===== config.mk =====
export PLATFORM = sky130hd
export DESIGN_NAME = serial_vector_fifo
export DESIGN_NICKNAME = d
export VERILOG_FILES = /design/src/rtl/serial_vector_fifo.sv
export SDC_FILE = /design/constraint.sdc
export NUM_CORES = 1
export LEC_CHECK = 0
export BUFFER_PORTS_ARGS = -buffer_cell sky130_fd_sc_hd__clkbuf_2
export CAP_MARGIN = 20
export CORE_MARGIN = 2
export CORE_UTILIZATION = 64
export CTS_CLUSTER_SIZE = 20
export DETAILED_ROUTE_END_ITERATION = 8
export PLACE_DENSITY = 0.89
export SETUP_SLACK_MARGIN = 0.15
export SLEW_MARGIN = 20
export SYNTH_ARGS = -nofsm -noshare
export SYNTH_HDL_FRONTEND = slang
export SYNTH_SLANG_ARGS = --single-unit

===== constraint.sdc =====
create_clock -name clk -period 3.8 [get_ports clk]
set_input_delay 0 -clock clk [delete_from_list [all_inputs] [get_ports clk]]
set_output_delay 0 -clock clk [all_outputs]
set_load 0.01 [all_outputs]

===== src/rtl/serial_vector_fifo.sv =====
// Serial-to-parallel ring buffer: packs one bit per cycle into VEC_WIDTH-bit vectors,
// stores up to DEPTH of them and returns one per request with a registered response.
module serial_vector_fifo #(
    parameter int VEC_WIDTH = 8,
    parameter int DEPTH     = 8,
    parameter bit MSB_FIRST = 1'b1
) (
    input  logic                         clk,
    input  logic                         rst_n,
    input  logic                         in_bit,
    input  logic                         in_valid,
    output logic                         in_ready,
    input  logic                         req,
    output logic [VEC_WIDTH-1:0]         out_vector,
    output logic                         out_valid,
    input  logic                         flush,
    output logic [$clog2(DEPTH+1)-1:0]   count,
    output logic [$clog2(VEC_WIDTH)-1:0] fill,
    output logic                         empty,
    output logic                         full,
    output logic                         overrun,
    output logic                         underrun
);

    localparam int PW = $clog2(DEPTH);
    localparam int CW = $clog2(DEPTH + 1);
    localparam int FW = $clog2(VEC_WIDTH);

    logic [VEC_WIDTH-1:0] mem_q [DEPTH];

    logic [PW-1:0]        wr_ptr_q, wr_ptr_d;
    logic [PW-1:0]        rd_ptr_q, rd_ptr_d;
    logic [CW-1:0]        count_q, count_d;
    logic [FW-1:0]        fill_q, fill_d;
    logic [VEC_WIDTH-1:0] shreg_q, shreg_d;
    logic [VEC_WIDTH-1:0] out_vector_q, out_vector_d;
    logic                 out_valid_q, out_valid_d;
    logic                 overrun_q, overrun_d;
    logic                 underrun_q, underrun_d;

    logic                 accept, complete, dequeue, mem_we;
    logic [VEC_WIDTH-1:0] shreg_next;

    assign in_ready   = (count_q < CW'(DEPTH));
    assign empty      = (count_q == '0);
    assign full       = (count_q == CW'(DEPTH));
    assign count      = count_q;
    assign fill       = fill_q;
    assign out_vector = out_vector_q;
    assign out_valid  = out_valid_q;
    assign overrun    = overrun_q;
    assign underrun   = underrun_q;

    always_comb begin
        if (MSB_FIRST) shreg_next = {shreg_q[VEC_WIDTH-2:0], in_bit};
        else           shreg_next = {in_bit, shreg_q[VEC_WIDTH-1:1]};
    end

    assign accept   = in_valid & in_ready;
    assign complete = accept && (fill_q == FW'(VEC_WIDTH - 1));
    // Dequeue uses registered count, so a vector completing this edge is not yet readable.
    assign dequeue  = req & ~empty;
    assign mem_we   = rst_n & ~flush & complete;

    always_comb begin
        wr_ptr_d     = wr_ptr_q;
        rd_ptr_d     = rd_ptr_q;
        count_d      = count_q;
        fill_d       = fill_q;
        shreg_d      = shreg_q;
        out_vector_d = '0;
        out_valid_d  = 1'b0;
        overrun_d    = overrun_q;
        underrun_d   = underrun_q;
        if (flush) begin
            wr_ptr_d   = '0;
            rd_ptr_d   = '0;
            count_d    = '0;
            fill_d     = '0;
            shreg_d    = '0;
            overrun_d  = 1'b0;
            underrun_d = 1'b0;
        end else begin
            if (accept) begin
                shreg_d = shreg_next;
                fill_d  = complete ? '0 : fill_q + FW'(1);
            end
            if (complete) wr_ptr_d = wr_ptr_q + PW'(1);
            if (in_valid && !in_ready) overrun_d = 1'b1;
            if (dequeue) begin
                out_vector_d = mem_q[rd_ptr_q];
                out_valid_d  = 1'b1;
                rd_ptr_d     = rd_ptr_q + PW'(1);
            end else if (req) begin
                underrun_d = 1'b1;
            end
            count_d = count_q + CW'(complete) - CW'(dequeue);
        end
    end

    always_ff @(posedge clk) begin
        if (!rst_n) begin
            wr_ptr_q     <= '0;
            rd_ptr_q     <= '0;
            count_q      <= '0;
            fill_q       <= '0;
            shreg_q      <= '0;
            out_vector_q <= '0;
            out_valid_q  <= 1'b0;
            overrun_q    <= 1'b0;
            underrun_q   <= 1'b0;
        end else begin
            wr_ptr_q     <= wr_ptr_d;
            rd_ptr_q     <= rd_ptr_d;
            count_q      <= count_d;
            fill_q       <= fill_d;
            shreg_q      <= shreg_d;
            out_vector_q <= out_vector_d;
            out_valid_q  <= out_valid_d;
            overrun_q    <= overrun_d;
            underrun_q   <= underrun_d;
        end
    end

    always_ff @(posedge clk) begin
        if (mem_we) mem_q[wr_ptr_q] <= shreg_next;
    end

endmodule


# Yosys cells after proc, flatten, opt, wreduce, memory -nomap -nowiden
# Memories as Yosys holds them, arrays and structs flattened. A register that Yosys moved wholly into a read port is not among the register bits.
# Cells that the tools add are included.
[word_totals]
reg_bits = 23
ramBits = 64
inputBits = 6
output_inout_bits = 21
mem_count = 1
[op_classes]
n_addsub = 5
n_lt_le_gt_ge = 1
n_eq_ne = 2
n_mux = 4
bitwise = 8
reduce_logical = 7
[memory_table]
columns = ["memory", "words", "word_bits", "rd", "rd_clocked_by_memory_dff", "write_ports", "line_no", "text"]
rows = [
  ["mem_q", 8, 8, 1, 1, 1, "29", "logic [VEC_WIDTH-1:0] mem_q [DEPTH];"],
]
[ops]
columns = ["op", "count"]
rows = [
  ["$add 3x1->3 const B", 3],
  ["$add 4x1->4", 1],
  ["$and 1x1->1", 4],
  ["$eq 4x4->1 const B", 1],
  ["$logic_not 4->1", 1],
  ["$lt 4x4->1 const B", 1],
  ["$not 1->1", 4],
  ["$sub 4x1->4", 1],
  ["$eq 3x3->1 const B", 1],
  ["$mux 1", 3],
  ["$mux 3", 1],
  ["$reduce_or 3->1", 1],
  ["$logic_and 1x1->1", 2],
  ["$reduce_and 2->1", 1],
  ["$reduce_or 2->1", 1],
  ["$logic_not 1->1", 1],
]

# Depth between registers and ports, before layout
# Gate-level depths: netlist of the first run.
[depth]
word_depth = 6
ltp_mapped = 11
ltp_nobuf = 11

# Worst setup path after synthesis of the first run
# OpenSTA, ideal clock, no wires.
[synth_timing]
path_kind = "reg-to-reg"
start = "register count_q[3], in the netlist count[3]"
end = "register count_q[2], in the netlist count[2]"
arrival_time_ns = 2.138
slack_ns = 1.535
stages_incl_launch_ff = 12
n_path_buf = 0
period_less_slack_ns = 2.265
path_cell_list = "dfxtp_1 > inv_1 > ha_1 > nor3b_4 > nor2_1 > ha_1 > inv_1 > ha_1 > inv_1 > fa_1 > xor2_1 > nor2_1"
[synth_via]
elab_chain_cells = 5
elab_cells_between_ends = 8
classes_between = "add/sub: 2; order compare: 1; bitwise: 3; reduce/logical: 2"
[synth_lines]
columns = ["element", "line_no", "text"]
rows = [
  ["from (decl)", "33", "logic [CW-1:0] count_q, count_d;"],
  ["from (signal assigned)", "115", "count_q <= count_d;"],
  ["$lt 4x4->1", "44", "assign in_ready = (count_q < CW'(DEPTH));"],
  ["net in_ready", "12", "output logic in_ready,"],
  ["$and 1x1->1", "59", "assign accept = in_valid & in_ready;"],
  ["$logic_and 1x1->1", "60", "assign complete = accept && (fill_q == FW'(VEC_WIDTH - 1));"],
  ["$add 4x1->4", "97", "count_d = count_q + CW'(complete) - CW'(dequeue);"],
  ["$sub 4x1->4", "97", ""],
]
# The timed path passes the listed nets, and every way through them passes these cells.
# A chain may end at the register's enable or synchronous reset.

# Worst setup path in the final report of the first run
[layout_timing]
start = "register fill_q[0], in the netlist fill[0]"
end = "memory mem_q[2][3], enable pin"
[layout_via]
elab_chain_cells = 5
[layout_lines]
columns = ["element", "line_no", "text"]
rows = [
  ["from (decl)", "34", "logic [FW-1:0] fill_q, fill_d;"],
  ["from (signal assigned)", "116", "fill_q <= fill_d;"],
  ["$eq 3x3->1", "60", ""],
  ["$logic_and 1x1->1", "60", ""],
  ["$and 1x1->1", "63", "assign mem_we = rst_n & ~flush & complete;"],
  ["$mux 1", "126", "if (mem_we) mem_q[wr_ptr_q] <= shreg_next;"],
  ["$mux 1 (implied by the code)", "126", ""],
  ["to (decl)", "29", ""],
]
# No other way between the ends.

==> out/metrics.csv, run 1 <==
stage,metric,value,unit
run_status,status,completed,
setup_path,Worst path most repeated cell,ha_1,
timing,Least-Margin Pin Slew,0.9931,ns
place,PortBufs,26,
setup_path,crit path max-delay cell type,nor4_2,
clock_network,TritonCTS clock tree,yes,
synth,Mapped Area,0.003777,mm²
clock_network,Root Buffer,clkbuf_8,
global_routing,first-pass GRT wire length,10620,µm
global_routing,Total Routing Usage GR,0.2277,
setup_path,R2R cell count,5,
setup_path,Critical Path Source Type,flip-flop,
flow_run,Max-Cap Viols,0,
route,final antenna-violating net count,0,
synth,Yosys cell types,37,
route,DR iter-0 viols,178,
timing,PnR worst setup slack,1.362,ns
clock_network,H-tree depth,3,
clock_network,Setup Buffers After CTS,0,
die,Initial Util,0.6736,
route,WL/cell,17.74,µm
synth,register area share after synthesis,0.6731,
setup_path,Reg-to-Reg End,mem_q[2][3],
final_layout,P&R area growth vs syn,10.50,%
synth,Cells after Synth,269,
synth,Synth Area in XOR/XNOR,0.004637,
synth,syn avg cell area,14.04,µm²
setup_path,WS Path Type,flip-flop to flip-flop,
synth,main combinational cell family by area after synthesis,simple AND/OR/NAND/NOR gates,
die,Die ar.,0.006533,mm²
setup_path,crit-path max FO,8,
timing,fin crit share,0.6415,
power_and_ir_drop,Power Total,2.085,mW
worst_hold_path,Hold Crit Start,rst_n,
global_routing,largest net degree at the start of global routing,33,
worst_hold_path,Hold Path Class,input pin to flip-flop,
final_layout,share of cells above drive strength 1,0.1667,
synth,post-synth top area share,0.5088,
worst_hold_path,Worst Hold Path EP,count[3],
route,routed via count,2245,
global_routing,initial antenna violation count,0,
timing,setup TNS,0,ns
setup_path,crit path cell chain,ha_1 -> ha_1 -> nand3b_1 -> or2_1 -> nor4_2,
place,Final Wtd Congestion,0.7933,
power_and_ir_drop,P per Cell Area,499.5,mW/mm²
final_layout,Nets,318,
synth,simple-gate area share of the yosys netlist,0.1024,
synth,post-synthesis compound-gate area fraction,0.06095,
clock_network,cts repair resizes,0,
worst_hold_path,Hold Path Stages,4,
power_and_ir_drop,Pleak,1.431,nW
setup_path,Critical Path Max Stage Delay,0.74,ns
die,Top Ports,27,
clock_network,hold buffers post-CTS,4,
setup_path,R2R setup slack,1.36,ns
synth,mux cell area share after synthesis,0.09010,
clock_network,Worst-Skew Late Latency,0.36,ns
setup_path,crit path DAT,2.42,ns
setup_path,Worst setup EP type,flip-flop,
synth,Synth area leaders,"edfxtp_1 51%, dfxtp_1 16%, mux2i_1 9.0%, ha_1 3.3%, a22oi_1 3.2%",
route,Detailed Route WL,6705,µm
timing,max frequency,410.2,MHz
die,num rows,27,
timing,clk_skew,0.01434,ns
place,Final HPWL DP,4510,µm
timing,Max-slew headroom,0.3379,
timing,final hold violation count,0,
clock_network,"Clk pin slew, worst setup/hold paths",0.09,ns
timing,RSZ-0062 raised after global routing,false,
power_and_ir_drop,Worst VDD drop,0.3121,mV
synth,synthesized flop and latch total,95,
global_routing,vias in the first global route,2197,
synth,Syn Nets,286,
synth,top cell type by total area after synthesis,edfxtp_1,
global_routing,grt total ovfl,0,
route,Via-to-Cell Ratio,5.939,
final_layout,Layout fillers,359,
synth,YS warnings,0,
die,Die Ht,80.83,µm
place,pre-CTS setup slack,1.361,ns
die,die width,80.83,µm
setup_path,r2r startpoint,fill[0],
timing,Final Max Tran Viols,0,
timing,Final setup violation count,0,
route,Post-route DRC,0,
final_layout,Antenna Cells,0,
clock_network,Num CTS Buffers,9,
route,DRT Pass-1 Iters,4,
clock_network,CTS max path bufs,2,
timing,min cycle time layout,2.438,ns
die,core area,0.005608,mm²
setup_path,WP data required,3.79,ns
clock_network,clock sink count,95,
synth,Synth Area in Adders,0.03842,
## layout by cell type, fill, tap and decap left out, types with 2 or more instances in the layout
| cell | instances |
|---|---|
| a21oi_1 | 17 |
| a22oi_1 | 16 |
| and2_1 | 2 |
| and3_1 | 8 |
| buf_4 | 4 |
| clkbuf_1 | 2 |
| clkbuf_2 | 26 |
| clkbuf_8 | 12 |
| dfxtp_1 | 30 |
| dlygate4sd3_1 | 4 |
| edfxtp_1 | 64 |
| ha_1 | 10 |
| inv_1 | 8 |
| mux2i_1 | 34 |
| nand2_1 | 20 |
| nand2b_1 | 3 |
| nand3_1 | 3 |
| nand3b_1 | 4 |
| nor2_1 | 11 |
| nor2b_1 | 3 |
| nor3_2 | 2 |
| nor4_1 | 2 |
| nor4_2 | 2 |
| xor2_1 | 2 |
## synthesized netlist by cell type
library cell / number
nor3b_4: 1
a21oi_1: 17
xor2_1: 2
clkbuf_1: 5
nor3_1: 1
o21ai_1: 1
nor4_2: 2
buf_1: 2
nor4_1: 2
nand3b_1: 4
mux2i_1: 34
or4_1: 1
dfxtp_1: 31
edfxtp_1: 64
nor2b_1: 3
and2b_1: 1
inv_2: 1
a21o_1: 1
and2_1: 2
nand2_1: 20
nor3b_1: 1
buf_6: 4
o31ai_1: 1
ha_1: 10
or2_1: 1
nor3_2: 2
buf_2: 2
and3_1: 8
nand2b_1: 3
o21ai_0: 1
nor2_1: 11
nand4b_1: 1
a22oi_1: 16
inv_1: 8
fa_1: 1
nand3_1: 3
or3_1: 1
## metal layers
metal,vias to the layer above,track usage,share of wire
met5,-,0,0
met3,19,0.05111,0.052
met2,70,0.3686,0.51
met1,1097,0.2767,0.41
li1,1059,-,-
met4,0,0.1458,0.033
## cell families after synthesis
family	count (synthesis)
DFF	95
and+or+nand+nor	68
AOI/OAI and AO/OA	37
muxes	34
buffers and inverters	22
adders and majority gates	11
xor gates and xnor gates	2
## state kept, by name (all words and copies together) (netlist names)
signal	cells
fill	3
shreg_q	7
overrun	1
underrun	1
wr_ptr_q	3
out_valid	1
count	4
mem_q	64
out_vector	8
rd_ptr_q	3
## critical path, delay by kind of cell (launching register included)
family	cells	cell delay (ns)
and+or+nand+nor	3	1.25
adders and majority gates	2	0.42
DFF	1	0.39
## worst max-delay path by stage
stage / from / to / slack [ns] / cells past startpoint
after floorplan: count[3] / count[2] / 1.53 / 11
after global placement: fill[0] / mem_q[2][1] / 1.51 / 5
after detailed placement: fill[0] / mem_q[2][0] / 1.36 / 5
after CTS: fill[0] / mem_q[2][3] / 1.34 / 5
after global routing: fill[0] / mem_q[2][3] / 1.17 / 5
final: fill[0] / mem_q[2][3] / 1.36 / 5
## layout make-up
| cell class | instances | area [µm²] | share of cell area |
|---|---|---|---|
| Timing Repair Buffer | 34 | 200.2 | 0.04796 |
| Clock inverter | 2 | 13.76 | 0.003297 |
| Tap cell | 72 | 90.09 | 0.02158 |
| Inverter | 9 | 33.78 | 0.008094 |
| Sequential cell | 95 | 2544 | 0.6094 |
| Multi-Input combinational cell | 152 | 1120 | 0.2683 |
| Clock buffer | 14 | 172.7 | 0.04137 |
## power by group
group	internal [mW]	total (mW)	switching (mW)
clock	0.294	0.617	0.324
combinational	0.147	0.328	0.181
sequential	1.12	1.14	0.0233
## per-stage QoR
| stage | std cells | cell area (µm²) | util | hold slack (ns) |
|---|---|---|---|---|
| after floorplan | 269 | 3777 | - | 0.09887 |
| after global placement | 358 | 3948 | 0.7039 | 0.2811 |
| after detailed placement | 358 | 3948 | 0.7039 | 0.2867 |
| after CTS | 378 | 4174 | 0.7443 | 0.07879 |
| after global routing | 378 | 4174 | 0.7443 | 0.1236 |
| final | 378 | 4174 | 0.7443 | 0.08441 |
No activity file was read; power rests on OpenSTA's default activity.
==> run 2: changes to the inputs <==
CORE_UTILIZATION = 59   (was 64)
PLACE_DENSITY = 0.83   (was 0.89)
clock period = 2.55 ns   (was 3.8 ns; I/O delays follow)
==> out/metrics.csv, run 2 (synthesized netlist as in run 1, its figures left out) <==
stage,metric,value,unit
run_status,status,completed,
global_routing,met3 Track Usage GR,0.03956,
die,num rows,29,
global_routing,first-pass GRT wire length,10940,µm
clock_network,clock sink count,95,
global_routing,met1 GRT Util,0.2715,
timing,RSZ-0062 raised after global routing,false,
die,core area,0.006277,mm²
power_and_ir_drop,Pint,2.260,mW
die,Die Ht,84.02,µm
global_routing,grt total ovfl,0,
setup_path,Critical Path Source Type,flip-flop,
timing,min cycle time layout,2.178,ns
route,DRT Pass-1 Iters,4,
final_layout,P&R area growth vs syn,11.86,%
clock_network,TritonCTS clock tree,yes,
place,PortBufs,26,
timing,Final setup violation count,0,
global_routing,vias in the first global route,2236,
route,routed via count,2228,
power_and_ir_drop,sequential power share,0.552,
global_routing,largest net degree at the start of global routing,33,
power_and_ir_drop,Comb power frac,0.165,
final_layout,share of cells above drive strength 1,0.1981,
global_routing,Total Routing Usage GR,0.2040,
final_layout,max reg flops,64,
die,die width,84.02,µm
clock_network,Num CTS Buffers,9,
clock_network,"Clk pin slew, worst setup/hold paths",0.09,ns
final_layout,"commonest non-fill, non-tap cell in the layout",edfxtp_1,
route,Post-route DRC,0,
final_layout,Nets,325,
timing,fin crit share,0.8542,
timing,clk_skew,0.01177,ns
global_routing,initial antenna violation count,0,
clock_network,Root Buffer,clkbuf_8,
timing,max frequency,459.1,MHz
power_and_ir_drop,Clk network pwr share,0.284,
timing,Least-Margin Pin Slew,0.7593,ns
clock_network,CTS max path bufs,2,
timing,setup TNS,0,ns
power_and_ir_drop,Pleak,1.448,nW
place,Final HPWL DP,4185,µm
place,dpl cells,369,
final_layout,Antenna Cells,0,
setup_path,WS Path Type,flip-flop to flip-flop,
power_and_ir_drop,Net Sw Frac,0.2672,
flow_run,Max-Cap Viols,0,
die,Top Ports,27,
final_layout,fin cells,390,
global_routing,GRT met2 Usage,0.3215,
final_layout,"commonest non-fill, non-tap cells in the layout","64 x edfxtp_1, 34 x mux2i_1, 27 x dfxtp_1, 26 x clkbuf_2, 20 x nand2_1",
setup_path,Worst setup EP type,flip-flop,
timing,final hold violation count,0,
route,WL/cell,17.04,µm
setup_path,crit path DAT,2.41,ns
die,Die ar.,0.007059,mm²
route,Via-to-Cell Ratio,5.713,
power_and_ir_drop,P per Cell Area,730.0,mW/mm²
route,Detailed Route WL,6644,µm
global_routing,busiest grt layer,met2,
timing,Max-slew headroom,0.4927,
clock_network,Worst-Skew Late Latency,0.36,ns
worst_hold_path,Hold Path Class,input pin to flip-flop,
final_layout,Layout fillers,441,
timing,Final Max Tran Viols,0,
die,Initial Util,0.6018,
setup_path,WP data required,2.78,ns
route,DR iter-0 viols,247,
setup_path,crit-path max FO,7,
place,Final Wtd Congestion,0.7595,
power_and_ir_drop,switching power,0.8240,mW
clock_network,H-tree depth,3,
route,final antenna-violating net count,0,
final_layout,Largest Register,mem_q,
power_and_ir_drop,Worst VDD drop,0.4402,mV
==> run 2: worst max-delay path: stages, from the launching register on <==
cell and delay (ns):
dfxtp_2 0.36, ha_1 0.15, ha_2 0.23, nand3b_1 0.15, ha_1 0.30, inv_1 0.06
ha_1 0.16, inv_1 0.06, fa_1 0.37, xor2_1 0.16, nor2_1 0.05
==> run 2: power by group through the flow <==
stage | combinational [mW] | clock (mW) | sequential, mW
6_report | 0.507 | 0.875 | 1.70
2_1_floorplan | 0.352 | 0 | 1.74
3_3_place_gp | 0.466 | 0 | 1.73
3_5_place_dp | 0.486 | 0 | 1.74
4_1_cts | 0.493 | 0.877 | 1.70
5_1_grt | 0.578 | 0.948 | 1.71
==> run 2: through the flow <==
stage	power [mW]	hold slack (ns)	util	setup slack, ns	cell area (µm²)
after floorplan	2.097	0.09887	-	0.2847	3777
after global placement	2.198	0.2922	0.6370	0.3436	3999
after detailed placement	2.221	0.2959	0.6370	0.2101	3999
after CTS	3.069	0.06515	0.6709	0.1981	4212
after global routing	3.233	0.1324	0.6731	0.1578	4225
final	3.084	0.05520	0.6731	0.3719	4225
==> run 2: path summary, 6_finish.rpt <==
path	startpoint	to	slack, ns	cells past startpoint
max	fill[0]	count[2]	0.37	10
min	rst_n	count[3]	0.06	4
max reg2reg	fill[0]	count[2]	0.37	10
min reg2reg	underrun	underrun	0.48	2
==> run 2: what timing repair did <==
| item | CTS | global route |
|---|---|---|
| resized for setup | 0 | 4 |
| hold buffers | 4 | 0 |
| buffers inserted | 0 | 1 |
| endpoints found under the setup margin | 0 | 3 |
| endpoints found under the hold margin | 12 | 0 |
==> run 2: layer usage <==
layer  share of wire  wire [µm]
met1            0.42       2806
met2            0.49       3244
met3           0.068        449
met4           0.022        143
met5               0          0
==> run 2: final cells by class <==
class / count / area, µm² / share of cell area
clock inverters: 6 / 45.04 / 0.01066
repair buffers: 41 / 252.7 / 0.05982
multi-input cells: 152 / 1122 / 0.2656
clock buffers: 10 / 127.6 / 0.03020
well taps: 77 / 96.34 / 0.02280
inverters: 9 / 33.78 / 0.007995
flip-flops and latches: 95 / 2547 / 0.6029
==> run 3: changes to the inputs <==
ABC_AREA = 1   (was not set)
CORE_UTILIZATION = 60   (was 59)
PLACE_DENSITY = 0.84   (was 0.83)
==> out/metrics.csv, run 3 <==
stage,metric,value,unit
route,Detailed Route WL,7868,µm
global_routing,first-pass GRT wire length,12630,µm
setup_path,R2R setup slack,0.33,ns
synth,register area share after synthesis,0.6159,
setup_path,CP endpoint,count[2],
final_layout,P&R area growth vs syn,10.15,%
synth,"Async S/R FF share, synth",0,
route,Via-to-Cell Ratio,5.098,
route,DRT Pass-1 Iters,5,
route,routed via count,2799,
setup_path,WP data required,2.85,ns
setup_path,Worst setup EP type,flip-flop,
setup_path,Crit. Startpoint,count[3],
power_and_ir_drop,Power Total,3.224,mW
synth,Mapped Area,0.004128,mm²
global_routing,Total Routing Usage GR,0.2257,
final_layout,share of cells above drive strength 1,0.1429,
timing,PnR worst setup slack,0.3284,ns
clock_network,Num CTS Buffers,9,
place,PortBufs,26,
die,Initial Util,0.6143,
timing,setup TNS,0,ns
route,DR iter-0 viols,215,
clock_network,clock sink count,95,
synth,top-count cell post-synth,nand2_1,
setup_path,r2r startpoint,count[3],
die,Top Ports,27,
setup_path,WS Path Type,flip-flop to flip-flop,
global_routing,largest net degree at the start of global routing,34,
clock_network,CTS max path bufs,2,
final_layout,Nets,481,
setup_path,crit-path max FO,5,
clock_network,TritonCTS clock tree,yes,
setup_path,crit path DAT,2.52,ns
flow_run,Max-Cap Viols,0,
synth,synthesized flop and latch total,95,
setup_path,Critical Path Source Type,flip-flop,
clock_network,H-tree depth,3,
final_layout,Antenna Cells,0,
synth,syn avg cell area,9.622,µm²
timing,Least-Margin Pin Slew,0.6944,ns
global_routing,initial antenna violation count,0,
die,core area,0.006719,mm²
die,num rows,30,
timing,Final Max Tran Viols,0,
synth,Cells after Synth,429,
final_layout,post-layout util,0.6767,
timing,min cycle time layout,2.222,ns
die,die width,86.94,µm
global_routing,vias in the first global route,2707,
timing,clk_skew,0.007275,ns
die,Die Ht,86.94,µm
synth,Yosys cell types,23,
timing,max frequency,450.1,MHz
setup_path,Reg-to-Reg End,count[2],
place,Final HPWL DP,5111,µm
clock_network,Worst-Skew Late Latency,0.36,ns
clock_network,Setup Buffers After CTS,0,
synth,ys flop type,edfxtp_1,
timing,final hold violation count,0,
synth,top cell type by total area after synthesis,edfxtp_1,
die,Die ar.,0.007559,mm²
timing,RSZ-0062 raised after global routing,false,
global_routing,grt total ovfl,0,
timing,Max-slew headroom,0.5364,
final_layout,"commonest non-fill, non-tap cell in the layout",nand2_1,
route,WL/cell,14.33,µm
route,final antenna-violating net count,0,
place,Final Wtd Congestion,0.8112,
synth,post-synth top area share,0.4656,
power_and_ir_drop,P per Cell Area,709.1,mW/mm²
synth,synth cell count leaders,"87 x nand2_1, 82 x inv_1, 64 x edfxtp_1",
synth,YS warnings,0,
synth,Syn Nets,446,
power_and_ir_drop,Worst VDD drop,0.3241,mV
final_layout,"commonest non-fill, non-tap cells in the layout","87 x nand2_1, 82 x inv_1, 64 x edfxtp_1, 49 x nor2_1, 48 x nand3_1",
clock_network,"Clk pin slew, worst setup/hold paths",0.09,ns
synth,Synth area leaders,"edfxtp_1 47%, dfxtp_1 15%, nand2_1 7.9%, inv_1 7.5%, nand3_1 5.8%",
timing,fin crit share,0.8712,
synth,Post-synth EDFFs,64,
run_status,status,completed,
timing,Final setup violation count,0,
place,pre-CTS setup slack,0.3596,ns
final_layout,Largest Register,mem_q,
clock_network,Root Buffer,clkbuf_8,
worst_hold_path,Hold Path Class,input pin to flip-flop,
final_layout,max reg flops,64,
route,Post-route DRC,0,
power_and_ir_drop,Pleak,2.017,nW
setup_path,R2R cell count,12,
[run 3: area by class of cell]
type / instances / area [µm²]
clock buffer: 11 / 152.6
clock inverter: 5 / 55.05
fill: 467 / 2172
inverter: 86 / 325.3
multi-input combinational: 232 / 1129
sequential: 95 / 2542
tap: 80 / 100.1
timing repair buffer: 40 / 242.7
[run 3: logic make-up (layout without fill, tap and decap cells)]
logic type               Yosys count  in the layout  synth area share
AO/OA/AOI/OAI                     24             24           0.03031
XOR/XNOR                           1              1          0.002122
adder cells (fa/ha/maj)           11             11           0.03516
buffers and inverters            102            142            0.1106
flip-flops                        95             95            0.6159
AND/OR/NAND/NOR                  196            196            0.2058
[run 3: timing repair]
item / CTS / global route
resized for setup: 0 / 0
hold buffers: 3 / 0
endpoints found under the hold margin: 12 / 0
[run 3: routing by layer]
metal / global-route usage / wire length [µm]
met3: 0.03128 / 548
met4: 0.1108 / 161
met5: 0 / 0
met2: 0.3754 / 3932
met1: 0.2910 / 3227
[run 3: worst min-delay path by stage]
stage          cells past startpoint  slack, ns      from           to
6_report                           5        0.1     flush  wr_ptr_q[2]
5_1_grt                            5       0.11     flush     count[3]
4_1_cts                            5       0.09     flush     count[3]
3_5_place_dp                       3       0.27  in_valid      overrun
3_3_place_gp                       3       0.25  in_valid      overrun
2_1_floorplan                      0        0.1    in_bit  mem_q[0][0]
[run 3: critical path, cell delays in order (launching register included)]
cell	delay [ns]
dfxtp_1	0.35
inv_1	0.11
ha_1	0.18
nand3_2	0.11
nand2_2	0.13
inv_1	0.08
ha_1	0.30
inv_1	0.06
ha_1	0.16
inv_1	0.06
fa_1	0.37
xor2_1	0.15
nor2_1	0.10
[run 3: where the power goes]
| part | internal, mW | leakage (nW) | switching, mW |
|---|---|---|---|
| clock network | 0.509 | 0.100 | 0.505 |
| logic | 0.176 | 1.07 | 0.306 |
| registers | 1.68 | 0.844 | 0.0535 |
[run 3: metrics by stage]
stage	cells	hold slack [ns]	cell area (µm²)
3_3_place_gp	530	0.2542	4309
6_report	549	0.09969	4547
2_1_floorplan	429	0.09887	4128
4_1_cts	549	0.08714	4547
3_5_place_dp	530	0.2663	4309
5_1_grt	549	0.1084	4547
